### src/rtl/icache_pkg.sv
// Shared types, constants and helpers for the direct-mapped instruction cache.
package icache_pkg;

    typedef enum logic [1:0] {
        IDLE     = 2'd0,
        ALLOCATE = 2'd1,
        FILLED   = 2'd2
    } state_t;

    localparam int WORDS_PER_BLOCK = 4;
    localparam int MEM_ADDR_W      = 28;
    localparam int BLOCK_W         = 128;

    // Pick one 32-bit word out of a block; word k lives at bits [32k+31:32k].
    function automatic logic [31:0] word_sel(input logic [BLOCK_W-1:0] block,
                                             input logic [1:0]         offset);
        return block[{offset, 5'd0} +: 32];
    endfunction

endpackage

### src/rtl/icache_direct_mapped_if.sv
// Pipeline-side and memory-side signals of the instruction cache.
// Handshake: the pipeline holds proc_read/proc_addr and treats the fetch as
// accepted in the first cycle proc_stall is low. mem_read is held high with
// a stable mem_addr until memory answers with a single-cycle mem_ready pulse,
// during which mem_rdata carries the whole block.
interface icache_direct_mapped_if;
    import icache_pkg::*;

    logic                  proc_read;
    logic                  proc_write;
    logic [29:0]           proc_addr;
    logic [31:0]           proc_wdata;
    logic                  proc_stall;
    logic [31:0]           proc_rdata;
    logic                  mem_read;
    logic                  mem_write;
    logic [MEM_ADDR_W-1:0] mem_addr;
    logic [BLOCK_W-1:0]    mem_wdata;
    logic                  mem_ready;
    logic [BLOCK_W-1:0]    mem_rdata;

    // Cache side.
    modport slave (
        input  proc_read, proc_write, proc_addr, proc_wdata, mem_ready, mem_rdata,
        output proc_stall, proc_rdata, mem_read, mem_write, mem_addr, mem_wdata
    );

    // Environment side: pipeline plus instruction memory.
    modport master (
        output proc_read, proc_write, proc_addr, proc_wdata, mem_ready, mem_rdata,
        input  proc_stall, proc_rdata, mem_read, mem_write, mem_addr, mem_wdata
    );

endinterface

### src/rtl/icache_array.sv
// Valid/tag/data storage: combinational read port, one synchronous write port.
// Only the valid bits are reset; tag and data contents are don't-care until valid.
module icache_array
    import icache_pkg::*;
#(
    parameter int NUM_BLOCKS = 8,
    parameter int IDX_W      = 3,
    parameter int TAG_W      = 25
) (
    input  logic               clk,
    input  logic               rst_n,
    input  logic [IDX_W-1:0]   rd_idx,
    output logic               rd_valid,
    output logic [TAG_W-1:0]   rd_tag,
    output logic [BLOCK_W-1:0] rd_data,
    input  logic               wr_en,
    input  logic [IDX_W-1:0]   wr_idx,
    input  logic [TAG_W-1:0]   wr_tag,
    input  logic [BLOCK_W-1:0] wr_data
);

    logic [NUM_BLOCKS-1:0] valid;
    logic [TAG_W-1:0]      tags  [NUM_BLOCKS];
    logic [BLOCK_W-1:0]    blocks[NUM_BLOCKS];

    // Valid bits: cleared by reset, set when a line is installed.
    always_ff @(posedge clk or negedge rst_n) begin
        if (!rst_n) begin
            valid <= '0;
        end else if (wr_en) begin
            valid[wr_idx] <= 1'b1;
        end
    end

    // Tag and data storage, written on line install only.
    always_ff @(posedge clk) begin
        if (wr_en) begin
            tags[wr_idx]   <= wr_tag;
            blocks[wr_idx] <= wr_data;
        end
    end

    assign rd_valid = valid[rd_idx];
    assign rd_tag   = tags[rd_idx];
    assign rd_data  = blocks[rd_idx];

endmodule

### src/rtl/icache_direct_mapped.sv
// Read-only direct-mapped instruction cache with a 4-word block refill.
// Optional macro ICACHE_PERF_EN adds saturating hit/miss counter outputs.
module icache_direct_mapped
    import icache_pkg::*;
#(
    parameter  int NUM_BLOCKS = 8,
    localparam int IDX_W      = $clog2(NUM_BLOCKS),
    localparam int TAG_W      = 28 - IDX_W
) (
    input  logic                   clk,
    input  logic                   rst_n,
    icache_direct_mapped_if.slave  bus,
    output state_t                 state_dbg
`ifdef ICACHE_PERF_EN
    ,
    output logic [31:0]            hit_cnt,
    output logic [31:0]            miss_cnt
`endif
);

    state_t                state;
    state_t                state_nx;
    logic [MEM_ADDR_W-1:0] miss_addr;

    logic [IDX_W-1:0]      req_idx;
    logic [TAG_W-1:0]      req_tag;
    logic                  line_valid;
    logic [TAG_W-1:0]      line_tag;
    logic [BLOCK_W-1:0]    line_data;
    logic                  hit;
    logic                  miss_start;
    logic                  fill_en;
    logic                  stall;
    logic [31:0]           rdata;

    assign req_idx = bus.proc_addr[IDX_W+1:2];
    assign req_tag = bus.proc_addr[29:IDX_W+2];

    icache_array #(
        .NUM_BLOCKS (NUM_BLOCKS),
        .IDX_W      (IDX_W),
        .TAG_W      (TAG_W)
    ) u_array (
        .clk      (clk),
        .rst_n    (rst_n),
        .rd_idx   (req_idx),
        .rd_valid (line_valid),
        .rd_tag   (line_tag),
        .rd_data  (line_data),
        .wr_en    (fill_en),
        .wr_idx   (miss_addr[IDX_W-1:0]),
        .wr_tag   (miss_addr[MEM_ADDR_W-1:IDX_W]),
        .wr_data  (bus.mem_rdata)
    );

    // A write request is simply a read when proc_read is also set; otherwise ignored.
    assign hit        = bus.proc_read && line_valid && (line_tag == req_tag);
    assign miss_start = (state == IDLE) && bus.proc_read && !hit;

    // State register.
    always_ff @(posedge clk or negedge rst_n) begin
        if (!rst_n) begin
            state <= IDLE;
        end else begin
            state <= state_nx;
        end
    end

    // Latch the block address of a miss; memory sees it for the whole refill.
    always_ff @(posedge clk or negedge rst_n) begin
        if (!rst_n) begin
            miss_addr <= '0;
        end else if (miss_start) begin
            miss_addr <= bus.proc_addr[29:2];
        end
    end

    // Next-state, stall, read data and line install.
    always_comb begin
        state_nx = state;
        stall    = 1'b0;
        rdata    = '0;
        fill_en  = 1'b0;
        case (state)
            IDLE: begin
                if (bus.proc_read) begin
                    if (hit) begin
                        rdata = word_sel(line_data, bus.proc_addr[1:0]);
                    end else begin
                        stall    = 1'b1;
                        state_nx = ALLOCATE;
                    end
                end
            end
            ALLOCATE: begin
                stall = 1'b1;
                if (bus.mem_ready) begin
                    fill_en  = 1'b1;
                    state_nx = FILLED;
                end
            end
            FILLED: begin
                // One settling cycle so the re-evaluated fetch hits from registered state.
                stall    = 1'b1;
                state_nx = IDLE;
            end
            default: begin
                state_nx = IDLE;
            end
        endcase
    end

    assign bus.proc_stall = stall;
    assign bus.proc_rdata = rdata;
    assign bus.mem_read   = (state == ALLOCATE);
    assign bus.mem_addr   = miss_addr;
    assign bus.mem_write  = 1'b0;
    assign bus.mem_wdata  = '0;
    assign state_dbg      = state;

    logic unused_inputs;
    assign unused_inputs = ^{bus.proc_write, bus.proc_wdata};

`ifdef ICACHE_PERF_EN
    // Saturating hit counter: one count per IDLE cycle that serves a fetch.
    always_ff @(posedge clk or negedge rst_n) begin
        if (!rst_n) begin
            hit_cnt <= '0;
        end else if ((state == IDLE) && hit && (hit_cnt != 32'hFFFF_FFFF)) begin
            hit_cnt <= hit_cnt + 32'd1;
        end
    end

    // Saturating miss counter: one count per refill started.
    always_ff @(posedge clk or negedge rst_n) begin
        if (!rst_n) begin
            miss_cnt <= '0;
        end else if (miss_start && (miss_cnt != 32'hFFFF_FFFF)) begin
            miss_cnt <= miss_cnt + 32'd1;
        end
    end
`endif

endmodule

### src/flat_wrapper.sv
// flat-port wrapper written by rule: the top's interface ports become plain ports
module icache_direct_mapped_flat import icache_pkg::*;
#(
    parameter  int NUM_BLOCKS = 8,
    localparam int IDX_W      = $clog2(NUM_BLOCKS),
    localparam int TAG_W      = 28 - IDX_W
)
  (clk, rst_n, state_dbg, bus_proc_read, bus_proc_write, bus_proc_addr, bus_proc_wdata, bus_mem_ready, bus_mem_rdata, bus_proc_stall, bus_proc_rdata, bus_mem_read, bus_mem_write, bus_mem_addr, bus_mem_wdata);
  icache_direct_mapped_if bus_i ();
  input  logic clk;
  input  logic rst_n;
  output state_t state_dbg;
  input wire logic [$bits(bus_i.proc_read)-1:0] bus_proc_read;
  input wire logic [$bits(bus_i.proc_write)-1:0] bus_proc_write;
  input wire logic [$bits(bus_i.proc_addr)-1:0] bus_proc_addr;
  input wire logic [$bits(bus_i.proc_wdata)-1:0] bus_proc_wdata;
  input wire logic [$bits(bus_i.mem_ready)-1:0] bus_mem_ready;
  input wire logic [$bits(bus_i.mem_rdata)-1:0] bus_mem_rdata;
  output wire logic [$bits(bus_i.proc_stall)-1:0] bus_proc_stall;
  output wire logic [$bits(bus_i.proc_rdata)-1:0] bus_proc_rdata;
  output wire logic [$bits(bus_i.mem_read)-1:0] bus_mem_read;
  output wire logic [$bits(bus_i.mem_write)-1:0] bus_mem_write;
  output wire logic [$bits(bus_i.mem_addr)-1:0] bus_mem_addr;
  output wire logic [$bits(bus_i.mem_wdata)-1:0] bus_mem_wdata;
  assign bus_i.proc_read = bus_proc_read;
  assign bus_i.proc_write = bus_proc_write;
  assign bus_i.proc_addr = bus_proc_addr;
  assign bus_i.proc_wdata = bus_proc_wdata;
  assign bus_i.mem_ready = bus_mem_ready;
  assign bus_i.mem_rdata = bus_mem_rdata;
  assign bus_proc_stall = bus_i.proc_stall;
  assign bus_proc_rdata = bus_i.proc_rdata;
  assign bus_mem_read = bus_i.mem_read;
  assign bus_mem_write = bus_i.mem_write;
  assign bus_mem_addr = bus_i.mem_addr;
  assign bus_mem_wdata = bus_i.mem_wdata;
  icache_direct_mapped #(.NUM_BLOCKS(NUM_BLOCKS)) u_core (.clk(clk), .rst_n(rst_n), .bus(bus_i), .state_dbg(state_dbg));
endmodule
### config.mk
export PLATFORM = sky130hd
export DESIGN_NAME = icache_direct_mapped_flat
export DESIGN_NICKNAME = d
export VERILOG_FILES = /design/src/rtl/icache_pkg.sv /design/src/rtl/icache_direct_mapped_if.sv /design/src/rtl/icache_array.sv /design/src/rtl/icache_direct_mapped.sv /design/src/flat_wrapper.sv
export SDC_FILE = /design/constraint.sdc
export NUM_CORES = 1
export LEC_CHECK = 0
export ABC_AREA = 1
export BUFFER_PORTS_ARGS = -buffer_cell sky130_fd_sc_hd__buf_2
export CAP_MARGIN = 25
export CELL_PAD_IN_SITES_DETAIL_PLACEMENT = 0
export CELL_PAD_IN_SITES_GLOBAL_PLACEMENT = 1
export CORE_MARGIN = 1.5
export CORE_UTILIZATION = 53
export CTS_CLUSTER_SIZE = 16
export DETAILED_ROUTE_END_ITERATION = 12
export PLACE_DENSITY_LB_ADDON = 0.1
export SYNTH_ARGS = -nofsm -noshare
export SYNTH_HDL_FRONTEND = slang
export SYNTH_SLANG_ARGS = --single-unit
export TNS_END_PERCENT = 30
### constraint.sdc
create_clock -name clk -period 17.92 [get_ports clk]
set_clock_uncertainty 0.15 [all_clocks]
set_input_delay 3.584 -clock clk [delete_from_list [all_inputs] [get_ports clk]]
set_output_delay 3.584 -clock clk [all_outputs]
set_load 0.02 [all_outputs]
==> impl_metrics.py, run 1 <==
metrics = {
    "status": {
        "outcome": "completed",
    },
    "synthesis": {
        "yosys_warnings": 0,
        "synth_edf_count": 1224,
        "async_flop_share_pct": 3.011,
        "yosysSeqAreaShare_pct": 72.52,
        "synthCells": 4330,
        "synth_top_area_share_pct": 70.70,
        "ys_ff_latch": 1262,
        "synth_area_leader_cell": "edfxtp_1",
        "yosysMostFrequentCell": "nand2_1",
        "synth.avg_cell_area_sq_um": 12.01,
        "syn_area_sq_um": 51990,
        "synthFlopType": "edfxtp_1",
        "yosys.cell_types.count": 29,
        "synthTopCellsByCount": "nand2_1, edfxtp_1, a21oi_1",
        "synth_area_leaders": "edfxtp_1, nand2_1, a21oi_1",
    },
    "pwr": {
        "power_leakage_nw": 21.81,
        "peakVddDrop_v": 0.00008407,
        "power.density_nw_per_um2": 119.7,
        "power.total_mw": 6.965,
    },
    "grt": {
        "grt_max_degree": 207,
        "grt_pass1_wl_microns": 200800,
        "grt.overflow.total": 0,
        "antenna_found_initial": 40,
        "track_usage_pct": 27.47,
        "grt_pass1_vias": 31010,
    },
    "worst_setup_path": {
        "crit_type": "in2out",
        "worst_ep_required_time_ns": 14.19,
        "critPathArrivalTime_ns": 8.43,
        "setup.worst_path.start_class": "input pin",
        "cp-end-kind": "primary output",
        "crit_fanout": 206,
    },
    "timing": {
        "post-route-period-util_pct": 67.89,
        "layout_min_cycle_time_ns": 12.17,
        "maxSlewViolCount": 0,
        "tightest_slew_ns": 1.165,
        "rsz0062_at_grt": "false",
        "hold_viol": 0,
        "setup_viol": 0,
        "slew_headroom_pct": 21.07,
        "fin_setup_tns_ns": 0,
        "max_freq_mhz": 82.19,
    },
    "finish": {
        "fillers": 7776,
        "multi_input_area_sq_um": 11970,
        "syn_to_final_growth_pct": 11.91,
        "fin_nets": 4708,
        "drive_gt1_share_pct": 11.09,
        "area.sequential_sq_um": 37710,
    },
    "drt": {
        "detail_route.vias_per_cell": 5.621,
        "ant_nets": 0,
        "drt-met1-wl_microns": 57660,
        "vias": 33178,
        "wl_per_cell_microns": 23.33,
        "dr.pass1.iters": 5,
        "drt-total-wl_microns": 137700,
        "drc": 0,
        "wl_met2_microns": 66330,
        "drt-initial-drc-count": 3036,
        "top_layer": "met5",
        "wl_met3_microns": 10070,
    },
    "cts": {
        "cts_hold_buf": 0,
        "clock_sinks": 1262,
        "cts-root-buf": "clkbuf_16",
        "cts.path.max_buffers": 3,
        "htreeDepth": 4,
        "insertion_delay_ns": 0.73,
        "numCtsBuffers": 135,
        "cts_tree": "yes",
        "postCtsSetupBuffers": 0,
        "cts_resized": 0,
        "clk_pin_slew_ns": 0.06,
    },
    "floorplanning": {
        "initial_core_util_pct": 53.60,
        "die-area_sq_um": 99990,
        "ios": 388,
        "die_h_microns": 316.2,
        "rows": 114,
        "fp.dieW_microns": 316.2,
        "core-area_sq_um": 96990,
    },
    "placement": {
        "hpwl_microns": 74660,
        "io_buffers": 225,
        "gp_congestion": 0.8127,
    },
    "hold_path": {
        "hold_path_class": "reg2reg",
    },
    "job": {
        "maxCapViolCount": 0,
    },
}
[final cells by class]
class                      instances  area share [%]
antenna                            8         0.03441
clock inverter                    70          0.8452
multi-input combinational       2597           20.57
inverter                         203           1.340
sequential                      1262           64.81
tap                             1276           2.744
clock buffer                     175           6.316
timing repair buffer             311           3.346
[cells in the final DEF (no fill, tap or decap), types with 2 or more instances in the layout]
| cell | instances |
|---|---|
| a21oi_1 | 436 |
| a221o_1 | 6 |
| a22oi_1 | 64 |
| a32o_1 | 26 |
| buf_12 | 10 |
| buf_16 | 2 |
| buf_2 | 227 |
| buf_4 | 65 |
| buf_8 | 2 |
| bufinv_16 | 4 |
| clkbuf_1 | 31 |
| clkbuf_16 | 140 |
| clkbuf_2 | 3 |
| clkbuf_8 | 4 |
| clkinv_1 | 28 |
| clkinv_2 | 26 |
| clkinv_8 | 3 |
| clkinvlp_4 | 2 |
| conb_1 | 129 |
| dfrtp_1 | 38 |
| diode_2 | 8 |
| edfxtp_1 | 1224 |
| ha_1 | 3 |
| inv_1 | 199 |
| inv_6 | 6 |
| inv_8 | 2 |
| nand2_1 | 1341 |
| nand3_1 | 330 |
| nor2_1 | 47 |
| nor2_4 | 8 |
| nor3_1 | 32 |
| o211ai_1 | 27 |
| o21ai_0 | 15 |
| o21ai_1 | 25 |
| o311ai_0 | 85 |
| o311ai_1 | 17 |
[report_power, final]
part           internal (mW)  total (mW)  switching, mW  leakage (nW)
Sequential              3.52        3.63          0.106          11.5
Combinational          0.177       0.721          0.544          8.27
Clock                   1.51        2.62           1.11          2.05
Total                   5.20        6.97           1.76          21.8
[logic make-up after synthesis]
kind of cell	Yosys count	synth area share (%)
AO/OA/AOI/OAI	703	8.252
adder cells (fa/ha/maj)	3	0.07220
buffers and inverters	599	5.533
flip-flops	1262	72.52
other	1	0.007213
AND/OR/NAND/NOR	1762	13.61
[path summary, 6_finish.rpt]
| kind | slack, ns | end | cells past startpoint | from |
|---|---|---|---|---|
| setup / recovery | 5.75 | bus_proc_rdata[21] | 9 | bus_proc_addr[2] |
| min in group asynchronous | 2.69 | u_core.bus.mem_addr[6] | 1 | rst_n |
| setup reg to reg | 12.81 | u_core.u_array.tags[7][4] | 7 | u_core.state_dbg[1] |
| hold / removal | 0.31 | u_core.u_array.valid[7] | 2 | u_core.u_array.valid[7] |
| hold reg to reg | 0.31 | u_core.u_array.valid[7] | 2 | u_core.u_array.valid[7] |
| max in group asynchronous | 14.40 | u_core.u_array.valid[2] | 2 | rst_n |
[critical path: stages]
cell	delay [ns]
buf_8	0.24
inv_8	0.52
buf_12	0.69
buf_4	0.83
a21oi_1	0.14
o311ai_0	0.82
a21oi_1	0.15
nor3_1	0.78
buf_2	0.31
[per-layer routing]
metal  up-vias  global-route usage, %
met4        22                  8.550
met3       206                  5.304
li1      15493                      -
met1     16306                  37.91
met5         -                      0
met2      1151                  44.45
[registers in the layout (all words and copies together) (netlist names)]
| name | cells |
|---|---|
| u_core.bus.mem_addr | 28 |
| u_core.state_dbg | 2 |
| u_core.u_array.blocks | 1024 |
| u_core.u_array.tags | 200 |
| u_core.u_array.valid | 8 |
[through the flow]
stage               hold WS (ns)  setup slack [ns]  cell area (sq um)  cells  util (%)
finish                    0.3076             5.754              58180   5902     59.98
global route              0.3302             5.534              58170   5899     59.98
CTS                       0.3094             5.801              58150   5891     59.95
detailed placement        0.2963             5.794              53980   5646     55.65
global placement          0.2914             5.493              53830   5635     55.50
floorplan                 0.2774             6.840              52470   4458         -
No activity file was read; power rests on OpenSTA's default activity.
==> inputs of run 2 (changes only) <==
CORE_UTILIZATION = 49   (was 53)
clock period = 11.86 ns   (was 17.92 ns; I/O delays follow)
==> run 2 against run 1 <==
Critical path depth is the same. Die area rose by 8.1%. Final area barely moved. Setup slack worse by 3.1 ns. Register-to-register slack lost 5.5 ns. Non-clock buffer count down 5. Sequential cell count unchanged. Combinational power up 51%. Critical endpoint is now bus_proc_rdata[23]. Largest power group unchanged.
==> impl_metrics.py, run 2 (same netlist as run 1, synthesis figures left out) <==
metrics = {
    "status": {
        "outcome": "completed",
    },
    "finish": {
        "fin_nets": 4703,
        "largest_reg_flops": 1024,
        "fin_util_pct": 55.27,
        "fillers": 8824,
        "fin_area_sq_um": 58180,
        "final_common_cell": "nand2_1",
        "syn_to_final_growth_pct": 11.90,
        "drive_gt1_share_pct": 10.71,
        "top_register": "u_core.u_array.blocks",
        "layout_common_cells": "nand2_1, edfxtp_1, a21oi_1",
    },
    "cts": {
        "clk_pin_slew_ns": 0.06,
        "cts_resized": 0,
        "cts_hold_buf": 0,
        "postCtsSetupBuffers": 0,
        "insertion_delay_ns": 0.73,
        "cts-root-buf": "clkbuf_16",
        "cts.path.max_buffers": 3,
        "htreeDepth": 4,
        "cts_tree": "yes",
        "clock_sinks": 1262,
        "numCtsBuffers": 135,
    },
    "timing": {
        "layout_min_cycle_time_ns": 9.249,
        "post-route-period-util_pct": 77.98,
        "whs_ns": 0.3060,
        "maxSlewViolCount": 0,
        "fin_setup_tns_ns": 0,
        "slew_headroom_pct": 24.02,
        "rsz0062_at_grt": "false",
        "max_freq_mhz": 108.1,
        "tightest_slew_ns": 1.125,
        "setup_viol": 0,
        "hold_viol": 0,
    },
    "drt": {
        "wl_per_cell_microns": 23.59,
        "dr.pass1.iters": 5,
        "detail_route.vias_per_cell": 5.556,
        "drt-initial-drc-count": 3078,
        "vias": 33363,
        "ant_nets": 0,
        "drt-total-wl_microns": 141700,
        "drc": 0,
    },
    "job": {
        "maxCapViolCount": 0,
    },
    "pwr": {
        "peakVddDrop_v": 0.0001399,
        "intPower_mw": 7.845,
        "p_sw_share_pct": 25.35,
        "p_sw_mw": 2.664,
        "clock_power_share_pct": 37.4,
        "power.density_nw_per_um2": 180.6,
        "seq_power_share_pct": 52.2,
        "power_leakage_nw": 21.72,
        "pwr-share-comb_pct": 10.4,
        "power.total_mw": 10.51,
    },
    "placement": {
        "placed_cell_area_sq_um": 54050,
        "gp_congestion": 0.7772,
        "io_buffers": 225,
        "hpwl_microns": 76550,
    },
    "floorplanning": {
        "core-area_sq_um": 105300,
        "fp.dieW_microns": 328.7,
        "ios": 388,
        "rows": 119,
        "die-area_sq_um": 108100,
        "die_h_microns": 328.7,
        "initial_core_util_pct": 49.39,
    },
    "worst_setup_path": {
        "setup.worst_path.start_class": "input pin",
        "cp-end-kind": "primary output",
        "crit_family": "buffers and inverters",
        "crit_fanout": 175,
        "reg2regPathDepth": 7,
        "crit_path_frequent_cell": "a21oi_1",
        "crit_type": "in2out",
        "critPathArrivalTime_ns": 6.73,
        "slowest_delay_ns": 0.73,
        "crit_chain": "buf_8, inv_8, buf_12, buf_4, a21oi_1, o311ai_0, a21oi_1, nor3_1, buf_2",
        "r2r_slack_ns": 7.28,
        "worst_ep_required_time_ns": 9.34,
        "cp_slowest_cell": "o311ai_0",
        "critPathBufInv": 5,
        "r2r-end": "u_core.u_array.blocks[7][78]",
        "timing.rr.start": "u_core.state_dbg[1]",
        "cp.depth": 9,
    },
    "grt": {
        "track_usage_pct": 26.06,
        "grt.overflow.total": 0,
        "grt_pass1_vias": 30906,
        "grt_pass1_wl_microns": 205700,
        "antenna_found_initial": 55,
        "grt_max_degree": 180,
    },
    "hold_path": {
        "hold_path_class": "reg2reg",
        "holdPathEnd": "u_core.u_array.valid[6]",
        "hold_path_depth": 2,
        "min_from": "u_core.u_array.valid[6]",
    },
}
run 2: cell count changes in the layout (fill, tap and decap cells not counted), moves of 3 or more:
cell	previous run	this run
buf_4	65	71
clkinv_2	26	16
o311ai_1	17	14
buf_2	227	222
clkbuf_1	31	37
run 2: worst max path at each step:
| stage | startpoint | endpoint | slack [ns] |
|---|---|---|---|
| 6_report | bus_proc_addr[2] | bus_proc_rdata[23] | 2.61 |
| 5_1_grt | bus_proc_addr[2] | bus_proc_rdata[31] | 2.48 |
| 4_1_cts | bus_proc_addr[2] | bus_proc_rdata[21] | 2.67 |
| 3_5_place_dp | bus_proc_addr[2] | bus_proc_rdata[21] | 2.66 |
| 3_3_place_gp | bus_proc_addr[2] | bus_proc_rdata[21] | 2.65 |
| 2_1_floorplan | bus_mem_ready | u_core.u_array.valid[2] | 1.99 |
run 2: area by class of cell:
class / instances / area (sq um) / share of cell area [%]
Antenna cell: 10 / 25.02 / 0.04301
Clock buffer: 179 / 3681 / 6.327
Clock inverter: 57 / 412.9 / 0.7097
Inverter: 203 / 779.5 / 1.340
Multi-Input combinational cell: 2597 / 11970 / 20.58
Sequential cell: 1262 / 37710 / 64.81
Tap cell: 1391 / 1740 / 2.992
Timing Repair Buffer: 306 / 1861 / 3.198
run 2: per-stage QoR:
stage	instances	setup WS (ns)
2_1_floorplan	4458	1.992
3_3_place_gp	5756	2.650
3_5_place_dp	5757	2.664
4_1_cts	5993	2.669
5_1_grt	5999	2.483
6_report	6005	2.611
run 2: layer usage:
layer	share of wire (%)	GRT usage, %
met1	43	36.43
met3	7.0	5.765
met4	3.3	9.197
met2	46	40.35
met5	0.18	0
run 2: power by group through the flow:
| stage | Combinational (mW) | Sequential [mW] | Clock (mW) |
|---|---|---|---|
| after CTS | 1.10 | 5.49 | 4.00 |
| after detailed placement | 1.10 | 5.58 | 0 |
| after floorplan | 0.607 | 5.65 | 0 |
| after global placement | 1.09 | 5.57 | 0 |
| final | 1.09 | 5.49 | 3.93 |
| after global routing | 1.20 | 5.52 | 4.18 |
run 2: worst register-to-register path: stages (launching register included):
cell and delay (ns):
dfrtp_1 0.46, inv_1 0.11, ha_1 0.36, nand3_1 0.49
nor2_4 0.29, buf_4 0.67, buf_4 0.96, buf_4 0.69
